`config.mk`:
```
export PLATFORM = sky130hd
export DESIGN_NAME = mem_arbiter
export DESIGN_NICKNAME = d
export VERILOG_FILES = /design/src/rtl/mem_arbiter.sv
export SDC_FILE = /design/constraint.sdc
export NUM_CORES = 1
export LEC_CHECK = 0
export CAP_MARGIN = 20
export CORE_MARGIN = 5
export CORE_UTILIZATION = 39
export DETAILED_ROUTE_END_ITERATION = 6
export MAX_ROUTING_LAYER = met4
export PLACE_DENSITY = 0.86
export SKIP_CTS_REPAIR_TIMING = 1
export SLEW_MARGIN = 0
export SYNTH_ARGS = -nofsm -noshare
export SYNTH_HDL_FRONTEND = slang
export SYNTH_SLANG_ARGS = --single-unit
```
`constraint.sdc`:
```
create_clock -name clk -period 3.93 [get_ports clk]
set_input_delay 0.786 -clock clk [delete_from_list [all_inputs] [get_ports clk]]
set_output_delay 0.786 -clock clk [all_outputs]
set_load 0.01 [all_outputs]
```
`src/rtl/mem_arbiter.sv`:
```
// Arbiter sharing one single-ported, variable-latency memory between the fetch (I)
// and data (D) ports: D-priority with a starvation cap, one outstanding transaction.
module mem_arbiter #(
    parameter int STARVE_MAX = 3,
    parameter int ADDR_W     = 16,
    parameter int DATA_W     = 16
) (
    input  logic              clk,
    input  logic              rst,
    input  logic              i_req,
    input  logic [ADDR_W-1:0] i_addr,
    input  logic              i_flush,
    output logic [DATA_W-1:0] i_rdata,
    output logic              i_done,
    output logic              i_stall,
    input  logic              d_req,
    input  logic              d_wr,
    input  logic [ADDR_W-1:0] d_addr,
    input  logic [DATA_W-1:0] d_wdata,
    output logic [DATA_W-1:0] d_rdata,
    output logic              d_done,
    output logic              d_stall,
    output logic              mem_en,
    output logic              mem_wr,
    output logic [ADDR_W-1:0] mem_addr,
    output logic [DATA_W-1:0] mem_wdata,
    input  logic              mem_busy,
    input  logic              mem_done,
    input  logic [DATA_W-1:0] mem_rdata,
    output logic              err
);

    typedef enum logic [1:0] {
        IDLE   = 2'd0,
        WAIT_I = 2'd1,
        WAIT_D = 2'd2
    } state_t;

    localparam logic [3:0] STARVE_LIM = 4'(STARVE_MAX);

    state_t            r_state;
    logic [3:0]        r_starve;
    logic              r_drop;
    logic              r_d_wr;
    logic              r_i_done;
    logic              r_d_done;
    logic [DATA_W-1:0] r_i_rdata;
    logic [DATA_W-1:0] r_d_rdata;
    logic              r_err;

    logic w_elig_d;
    logic w_elig_i;
    logic w_can_issue;
    logic w_cap;
    logic w_grant_d;
    logic w_grant_i;

    // A port that completes this cycle is masked by its own done pulse so it
    // is never re-issued on the stale request it still holds.
    assign w_elig_d    = d_req & ~r_d_done;
    assign w_elig_i    = i_req & ~r_i_done & ~i_flush;
    assign w_can_issue = rst & (r_state == IDLE) & ~mem_busy;
    assign w_cap       = w_elig_i & (r_starve == STARVE_LIM);
    assign w_grant_d   = w_can_issue & w_elig_d & ~w_cap;
    assign w_grant_i   = w_can_issue & w_elig_i & ~w_grant_d;

    assign mem_en  = w_grant_d | w_grant_i;
    assign i_done  = r_i_done;
    assign d_done  = r_d_done;
    assign i_rdata = r_i_rdata;
    assign d_rdata = r_d_rdata;
    assign err     = r_err;
    assign i_stall = i_req & ~r_i_done;
    assign d_stall = d_req & ~r_d_done;

    always_comb begin
        mem_wr    = 1'b0;
        mem_addr  = '0;
        mem_wdata = '0;
        if (w_grant_d) begin
            mem_wr    = d_wr;
            mem_addr  = d_addr;
            mem_wdata = d_wdata;
        end else if (w_grant_i) begin
            mem_addr  = i_addr;
        end
    end

    always_ff @(posedge clk or negedge rst) begin
        if (!rst) begin
            r_state   <= IDLE;
            r_starve  <= 4'd0;
            r_drop    <= 1'b0;
            r_d_wr    <= 1'b0;
            r_i_done  <= 1'b0;
            r_d_done  <= 1'b0;
            r_i_rdata <= '0;
            r_d_rdata <= '0;
            r_err     <= 1'b0;
        end else begin
            r_i_done <= 1'b0;
            r_d_done <= 1'b0;
            r_err    <= ((r_state == IDLE) & mem_done) | (mem_en & mem_addr[0]);

            if (!i_req || w_grant_i) begin
                r_starve <= 4'd0;
            end else if (w_grant_d && w_elig_i && (r_starve != STARVE_LIM)) begin
                r_starve <= r_starve + 4'd1;
            end

            case (r_state)
                IDLE: begin
                    r_drop <= 1'b0;
                    if (w_grant_d) begin
                        r_state <= WAIT_D;
                        r_d_wr  <= d_wr;
                    end else if (w_grant_i) begin
                        r_state <= WAIT_I;
                    end
                end
                WAIT_I: begin
                    // A redirect seen at any point up to completion discards the fetch.
                    if (mem_done) begin
                        r_state <= IDLE;
                        r_drop  <= 1'b0;
                        if (!(r_drop || i_flush)) begin
                            r_i_done  <= 1'b1;
                            r_i_rdata <= mem_rdata;
                        end
                    end else if (i_flush) begin
                        r_drop <= 1'b1;
                    end
                end
                WAIT_D: begin
                    if (mem_done) begin
                        r_state   <= IDLE;
                        r_d_done  <= 1'b1;
                        r_d_rdata <= r_d_wr ? '0 : mem_rdata;
                    end
                end
                default: r_state <= IDLE;
            endcase
        end
    end

endmodule

```
# Word-level counts from Yosys, hierarchy flattened
# Cells that the tools add are included.
# classes
reduce_logical	14
n_bitwise	21
eq_ne	7
add_sub_neg	1
n_mux	19
# ops
cell	count
2-to-1 mux 16 bit	4
AND 1 bit	12
2-to-1 mux 1 bit	8
2-to-1 mux 4 bit	2
AND reduction 2 bit	4
NOT 1 bit	7
2-to-1 mux 2 bit	3
!= test 3 bit (second input constant)	2
adder 4 x 1 -> 4 bit (second input constant)	1
equality test 4 x 2 -> 1 bit (second input constant)	1
!= test 4 x 2 -> 1 bit (second input constant)	1
case mux 2 bit (2 select lines)	1
nonzero test 2 bit	2
AND reduction 3 bit	1
equality test 2 x 1 -> 1 bit (second input constant)	1
equality test 2 bit (second input constant)	1
logical AND 1 bit	2
logical NOT 2 bit	1
logical OR 1 bit	2
!= test 2 x 1 -> 1 bit (second input constant)	1
OR 1 bit	2
case mux 1 bit (2 select lines)	1
OR reduction 2 bit	1
logical NOT 1 bit	1
# word_totals
inputBits	72
wordCells	71
ff_bits	43

# Logic depth before layout (Yosys ltp)
# Gate-level depths: netlist of the first run.
# depth
word_depth	12
ltp_mapped	7
ltp_nobuf	6

# Least setup slack after synthesis of the first run
# Ideal clock, no wire load.
# synth_timing
path_kind	input -> output
start	input mem_busy
end	output mem_addr[12]
slack_ns	1.386
arrival_time_ns	1.758
stages	4
path_buffers	1
path_cell_list	nand3b_2 > a211oi_4 > buf_6 > a22o_1
# synth_between
elab_chain_cells	8
# synth_rtl
element	line_no	source
start, declared	27	input logic mem_busy,
NOT 1 bit (*)	62	assign w_can_issue = rst & (r_state == IDLE) & ~mem_busy;
AND 1 bit (*)	62	
AND 1 bit (2 in a row)	64	assign w_grant_d = w_can_issue & w_elig_d & ~w_cap;
NOT 1 bit	65	assign w_grant_i = w_can_issue & w_elig_i & ~w_grant_d;
AND 1 bit	65	
2-to-1 mux 16 bit	84	end else if (w_grant_i) begin
2-to-1 mux 16 bit (*)	80	if (w_grant_d) begin
end, declared	25	output logic [ADDR_W-1:0] mem_addr,
# Mark *: on every way between the ends. The rest lies on a longest branch, timed or not.

# Worst setup path after layout of the first run
# layout_timing
start	input i_req
end	output mem_addr[5]
# layout_between
elab_chain_cells	9
# layout_rtl
element	line_no	source
start, declared	10	input logic i_req,
AND 1 bit (*) (2 in a row)	61	assign w_elig_i = i_req & ~r_i_done & ~i_flush;
AND 1 bit	63	assign w_cap = w_elig_i & (r_starve == STARVE_LIM);
NOT 1 bit	64	
AND 1 bit	64	
NOT 1 bit	65	
AND 1 bit	65	
2-to-1 mux 16 bit	84	
2-to-1 mux 16 bit (*)	80	
# Marks and branches as above.

==> results of run 1 <==
[logic make-up (layout without fill, tap and decap cells)]
logic type / count (synthesis) / in the layout / synth area share [%]
buffers and inverters: 17 / 158 / 4.818
multiplexers: 17 / 17 / 8.843
AND/OR/NAND/NOR: 80 / 80 / 20.24
AO/OA/AOI/OAI: 44 / 44 / 15.08
flip-flops: 43 / 43 / 48.75
adder cells (fa/ha/maj): 4 / 4 / 2.268
[report_power, final]
part | internal, W | switching [W] | total, W
Clock | 0.000124 | 0.000149 | 0.000273
Sequential | 0.000607 | 0.000106 | 0.000713
Combinational | 0.000527 | 0.000340 | 0.000868
[Yosys cell counts (2+ instances only)]
cell type  instances
a21oi_1            2
a22o_1             4
a22o_2            13
a31oi_1            3
and2_1            18
buf_6              5
clkbuf_1           3
dfrtp_1           43
ha_1               4
inv_1              6
mux2_2            16
nand2_1           25
nand2b_1          18
nand3_1            4
nand3b_1           2
nor2_1             6
o21ai_0           18
[layout make-up]
cell class	count	area (sq um)
fill	448	1764
clock buffer	6	72.57
inverter	6	22.52
clock inverter	2	12.51
sequential	43	1076
tap	72	90.09
multi-input combinational	145	1025
timing repair buffer	144	1444
[flip-flops by register name (all words and copies together), names as in the netlist]
| signal | cells |
|---|---|
| r_starve | 4 |
| r_state | 2 |
| d_done | 1 |
| i_done | 1 |
| d_rdata | 16 |
| r_d_wr | 1 |
| r_drop | 1 |
| err | 1 |
| i_rdata | 16 |
[path summary, 6_finish.rpt]
| kind | from | cells after the start | slack [ps] | endpoint |
|---|---|---|---|---|
| worst min register to register | d_rdata[15] | 2 | 480 | d_rdata[15] |
| worst min-delay path | rst | 1 | 290 | err |
| worst max-delay path | i_req | 5 | 170 | mem_addr[5] |
| max in group asynchronous | rst | 2 | 2920 | i_rdata[7] |
| worst max register to register | r_state[0] | 6 | 1980 | r_d_wr |
| min in group clk | d_rdata[15] | 2 | 480 | d_rdata[15] |
[critical path, stage by stage]
cell and delay (ps):
clkdlybuf4s50_1 550, nor3b_4 310, o211a_1 540, a22o_2 230
clkdlybuf4s50_1 540
[layer usage]
layer / global-route usage, % / part of all wire, % / vias up
met4: 7.626 / 2.9 / 0
met3: 6.602 / 8.4 / 18
li1: - / - / 982
met5: - / 0 / -
met1: 21.96 / 40 / 950
met2: 33.33 / 49 / 99
[per-stage QoR]
stage / setup slack (ps) / instances / power (W)
final: 170.2 / 418 / 0.001854
after global routing: 65.31 / 418 / 0.001989
after CTS: 146.4 / 418 / 0.001883
after detailed placement: 150.1 / 410 / 0.001602
after global placement: 260.3 / 410 / 0.001566
after floorplan: 1386 / 205 / 0.001074
==> PnR_summary.wiki, run 1 <==
{| class="wikitable"
! Metric !! Value
|-
| Setup repair after global routing missed its margin || no
|-
| Number of antenna violations at the first check in global routing || 0
|-
| Worst-case vdd ir drop || 0.0003626 V
|-
| Max Transition Viols Final || 0
|-
| Area Growth Syn to Fin || 69.56%
|-
| Chip Width || 85.23 um
|-
| Total Nets Final || 421
|-
| Clock transition at the registers of the reported paths || 80 ps
|-
| Core occupancy in the finished layout || 67.96%
|-
| Ys async rst share || 100.0%
|-
| Die extent in y || 85.23 um
|-
| Proportion of layout cells with a drive suffix above 1 || 13.01%
|-
| Relative slew slack || 38.75%
|-
| Buffer cell driving the clock tree root || clkbuf_8
|-
| Type of the tightest min-delay check || primary input to asynchronous set/reset pin
|-
| Dominant cells by area after synthesis || dfrtp_1 (49%), mux2_2 (8.2%), a22o_2 (5.9%)
|-
| Fmax || 0.2660 GHz
|-
| Primary flip-flop cell chosen by synthesis mapping || dfrtp_1
|-
| Final Critical Period || 3760 ps
|-
| TritonCTS clock tree || done
|-
| Detailed-router iteration count before antenna repair || 4
|-
| Overall die area || 0.007264 sq mm
|-
| Via count of the first global-routing pass || 2203
|-
| Count of maximum capacitance violations || 0
|-
| Post-synthesis sequential area ratio || 48.75%
|-
| Number of H-tree levels || 2
|-
| Count of cell types in the netlist || 32
|-
| Placeable core region || 0.005507 sq mm
|-
| Final setup skew || 5.529 ps
|-
| Final wirelength || 6970 um
|-
| Post-layout instance area || 0.003742 sq mm
|-
| Most frequent standard cell in the layout excluding fill and tap cells || clkdlybuf4s50_1
|-
| Global-route wire length before repair || 11050 um
|-
| Final period util || 95.67%
|-
| Synthesized net count || 281
|-
| Endpoint kind of the worst setup timing path || output pin
|-
| I/O pins || 143
|-
| Most used cells in the layout excluding fill and tap cells || clkdlybuf4s50_1 (141), dfrtp_1 (43), nand2_1 (25)
|-
| Run status || finished, final reports clean
|-
| CP startpoint kind || primary input
|-
| Reported leakage power || 1.592 nW
|-
| Worst Path Max Fanout || 17
|-
| Total Neg Setup Slack || 0 ps
|-
| Clock insertion delay at the later pin of the skew report || 290 ps
|-
| HPWL reported at the end of detailed placement || 5562 um
|-
| Number of standard-cell rows in the floorplan || 27
|-
| Total placed instance area || 0.003657 sq mm
|-
| Antenna Violating Nets Remaining || 0
|-
| Actual transition at the worst max-transition pin || 916.6 ps
|-
| Portion of synthesized cell area occupied by the leading cell type || 48.75%
|-
| Total clock sinks || 43
|-
| Synthesis warning total || 0
|-
| Total number of vias || 2049
|-
| TritonCTS Buffers || 5
|-
| Power density over the cells || 495.4 mW/mm^2
|-
| WL per Instance || 16.67 um
|-
| WP data required || 3140 ps
|-
| Final setup violation count || 0
|-
| Netlist Area Pre-Place || 0.002207 sq mm
|-
| Maximum buffer depth of the clock tree || 2
|-
| Post-Syn Area per Cell || 10.77 sq um
|-
| Number of design rule violations left after detail routing || 0
|-
| Pin count of the biggest net entering global routing || 43
|-
| Initial Util || 40.08%
|-
| Global routing usage summed across all routing layers || 19.94%
|-
| Aggregate global routing overflow || 0
|-
| Number of synthesized flops with an enable pin || 0
|-
| Gpl congestion || 0.9542
|-
| Count of final hold-check violations || 0
|-
| Worst hold slack after final layout || 288.1 ps
|-
| Arrival time of data at the critical path endpoint || 2970 ps
|-
| Number of DRC markers after the initial detailed-route iteration || 76
|-
| Number of vias per cell || 4.902
|-
| Cells after Synth || 205
|-
| Antenna diode instance count || 0
|-
| Number of I/O port buffers || 142
|-
| Biggest area consumer among synthesized cells || dfrtp_1
|-
| #FFs+latches synth || 43
|-
| Critical path class || primary input to output pin
|}
Power figures use the tool's default switching activity.
==> run 2, diff against run 1 <==
==> constraint.sdc (replaced) <==
create_clock -name clk -period 4.75 [get_ports clk]
set_input_delay 0.95 -clock clk [delete_from_list [all_inputs] [get_ports clk]]
set_output_delay 0.95 -clock clk [all_outputs]
set_load 0.01 [all_outputs]
==> PnR_summary.wiki, run 2 (synthesized netlist as in run 1, its figures left out) <==
{| class="wikitable"
! Metric !! Value
|-
| Type of the tightest min-delay check || flip-flop to flip-flop
|-
| FF-to-FF setup slack || 2840 ps (+860 ps)
|-
| Run status || finished, final reports clean
|-
| Number of standard-cell rows in the floorplan || 27 (unchanged)
|-
| Cell type of the slowest stage on the worst timing path || clkdlybuf4s50_1
|-
| I/O pins || 143 (unchanged)
|-
| Cell seen most often among critical-path stages || clkdlybuf4s50_1
|-
| WP data required || 3800 ps (+660 ps)
|-
| TritonCTS Buffers || 5 (unchanged)
|-
| Relative slew slack || 38.86% (+0.11 points)
|-
| TritonCTS clock tree || done
|-
| Number of vias per cell || 4.945 (+0.88%)
|-
| Clock insertion delay at the later pin of the skew report || 290 ps (about the same)
|-
| R2R Path Start || r_state[0]
|-
| Clock transition at the registers of the reported paths || 70 ps (about the same)
|-
| Buffers and inverters on the worst path || 2 (unchanged)
|-
| Initial Util || 40.08% (unchanged)
|-
| Antenna Violating Nets Remaining || 0 (unchanged)
|-
| Worst Path Max Fanout || 17 (unchanged)
|-
| Buffer cell driving the clock tree root || clkbuf_8
|-
| Chip Width || 85.23 um (unchanged)
|-
| Global routing usage summed across all routing layers || 19.57% (-0.37 points)
|-
| Critical path cell sequence || clkdlybuf4s50_1 > nor3b_4 > o211a_1 > a22o_2 > clkdlybuf4s50_1
|-
| Count of maximum capacitance violations || 0 (unchanged)
|-
| Maximum buffer depth of the clock tree || 2 (unchanged)
|-
| Most frequent standard cell in the layout excluding fill and tap cells || clkdlybuf4s50_1
|-
| Worst-case vdd ir drop || 0.0002855 V (-21%)
|-
| Critical path class || primary input to output pin
|-
| Actual transition at the worst max-transition pin || 914.9 ps (-1.673 ps)
|-
| Number of I/O port buffers || 142 (unchanged)
|-
| Antenna diode instance count || 0 (unchanged)
|-
| Total Neg Setup Slack || 0 ps (unchanged)
|-
| Most used cells in the layout excluding fill and tap cells || clkdlybuf4s50_1 (141), dfrtp_1 (43), nand2_1 (25)
|-
| Cell family contributing the most delay on the critical path || buffers and inverters
|-
| Area Growth Syn to Fin || 69.78%
|-
| Total number of vias || 2062 (+0.63%)
|-
| Final setup skew || 6.721 ps (+1.192 ps)
|-
| Placed cells || 410 (unchanged)
|-
| Overall die area || 0.007264 sq mm (unchanged)
|-
| Number of antenna violations at the first check in global routing || 0 (unchanged)
|-
| Setup repair after global routing missed its margin || no
|-
| Largest stage delay on the critical path || 560 ps (about the same)
|-
| Number of H-tree levels || 2 (unchanged)
|-
| CP startpoint kind || primary input
|-
| FF-to-FF path depth || 6 (unchanged)
|-
| Final setup violation count || 0 (unchanged)
|-
| Layout fillers || 468 (+4.5%)
|-
| Via count of the first global-routing pass || 2217 (+0.64%)
|-
| Power density over the cells || 418.5 mW/mm^2 (-16%)
|-
| Endpoint kind of the worst setup timing path || output pin
|-
| Total power consumption of the routed design || 0.001568 W (-15%)
|-
| Final wirelength || 7026 um (+0.80%)
|-
| WL per Instance || 16.85 um (+1.0%)
|-
| Number of DRC markers after the initial detailed-route iteration || 49 (-36%)
|-
| Total clock sinks || 43 (unchanged)
|-
| Proportion of layout cells with a drive suffix above 1 || 12.75% (-0.25 points)
|-
| Number of design rule violations left after detail routing || 0 (unchanged)
|-
| Aggregate global routing overflow || 0 (unchanged)
|-
| Detailed-router iteration count before antenna repair || 6 (+2)
|-
| Count of final hold-check violations || 0 (unchanged)
|-
| Gpl congestion || 0.9297 (-2.6%)
|-
| Reported leakage power || 1.599 nW (+0.45%)
|-
| Arrival time of data at the critical path endpoint || 3170 ps (+200 ps)
|-
| Fmax || 0.2430 GHz
|-
| CP Launch Point || i_req
|-
| Stages on worst setup path || 5 (unchanged)
|-
| Final Critical Period || 4115 ps
|-
| HPWL reported at the end of detailed placement || 5671 um (+2.0%)
|-
| Die extent in y || 85.23 um (unchanged)
|-
| Capture point of the worst path || mem_addr[5]
|-
| Cell Count, Final, Fillers Out || 417 (-0.24%)
|-
| Final period util || 86.63%
|-
| R2r endpoint || r_d_wr
|-
| Placeable core region || 0.005507 sq mm (unchanged)
|-
| Global-route wire length before repair || 10980 um (-0.69%)
|-
| Pin count of the biggest net entering global routing || 44 (+2.3%)
|-
| Max Transition Viols Final || 0 (unchanged)
|-
| Total Nets Final || 421 (unchanged)
|}
[run 2: where the power goes]
part | total [W] | leakage (nW) | switching (W) | internal [W]
Clock | 0.000266 | 0.0513 | 0.000112 | 0.000154
Combinational | 0.000714 | 0.985 | 0.000281 | 0.000434
Sequential | 0.000588 | 0.563 | 0.0000858 | 0.000502
Total | 0.00157 | 1.60 | 0.000478 | 0.00109
[run 2: stage by stage]
| step | setup slack (ps) | hold WS (ps) | utilization, % | area, sq um |
|---|---|---|---|---|
| 2_1_floorplan | 1878 | 466.8 | - | 2207 |
| 3_3_place_gp | 763.7 | 460.8 | 66.19 | 3645 |
| 3_5_place_dp | 650.2 | 469.9 | 66.19 | 3645 |
| 4_1_cts | 646.6 | 487.1 | 68.05 | 3747 |
| 5_1_grt | 547.9 | 512.5 | 68.05 | 3747 |
| 6_report | 635.0 | 484.0 | 68.05 | 3747 |
[run 2: cell type report]
cell class | instances | area (sq um) | share of cell area, %
clock buffers | 6 | 72.57 | 1.937
clock inverters | 1 | 30.03 | 0.8013
inverters | 6 | 22.52 | 0.6010
multi-input cells | 145 | 1025 | 27.35
flip-flops and latches | 43 | 1076 | 28.71
well taps | 72 | 90.09 | 2.404
repair buffers | 144 | 1431 | 38.20
[run 2: worst min path at each step]
stage                     slack, ps     endpoint  cells past startpoint        start
after floorplan                 470       r_drop                      1       r_drop
after global placement          460  d_rdata[13]                      2  d_rdata[13]
after detailed placement        470  d_rdata[14]                      2  d_rdata[14]
after CTS                       490  d_rdata[15]                      2  d_rdata[15]
after global routing            510   d_rdata[3]                      2   d_rdata[3]
final                           480  d_rdata[15]                      2  d_rdata[15]
[run 2: metal layers]
layer	GRT usage, %	routed length (um)	vias up
met5	-	0	-
met4	6.619	182	0
met3	5.922	579	17
met2	33.26	3487	95
met1	21.80	2777	965
li1	-	-	985
[run 2: worst register-to-register path, delay by kind of cell (launching register included)]
kind	cells	cell delay, ps
compound gates	1	210
fa+ha+maj	1	280
buf+inv	2	450
flops	1	390
mux	1	340
simple gates	1	130
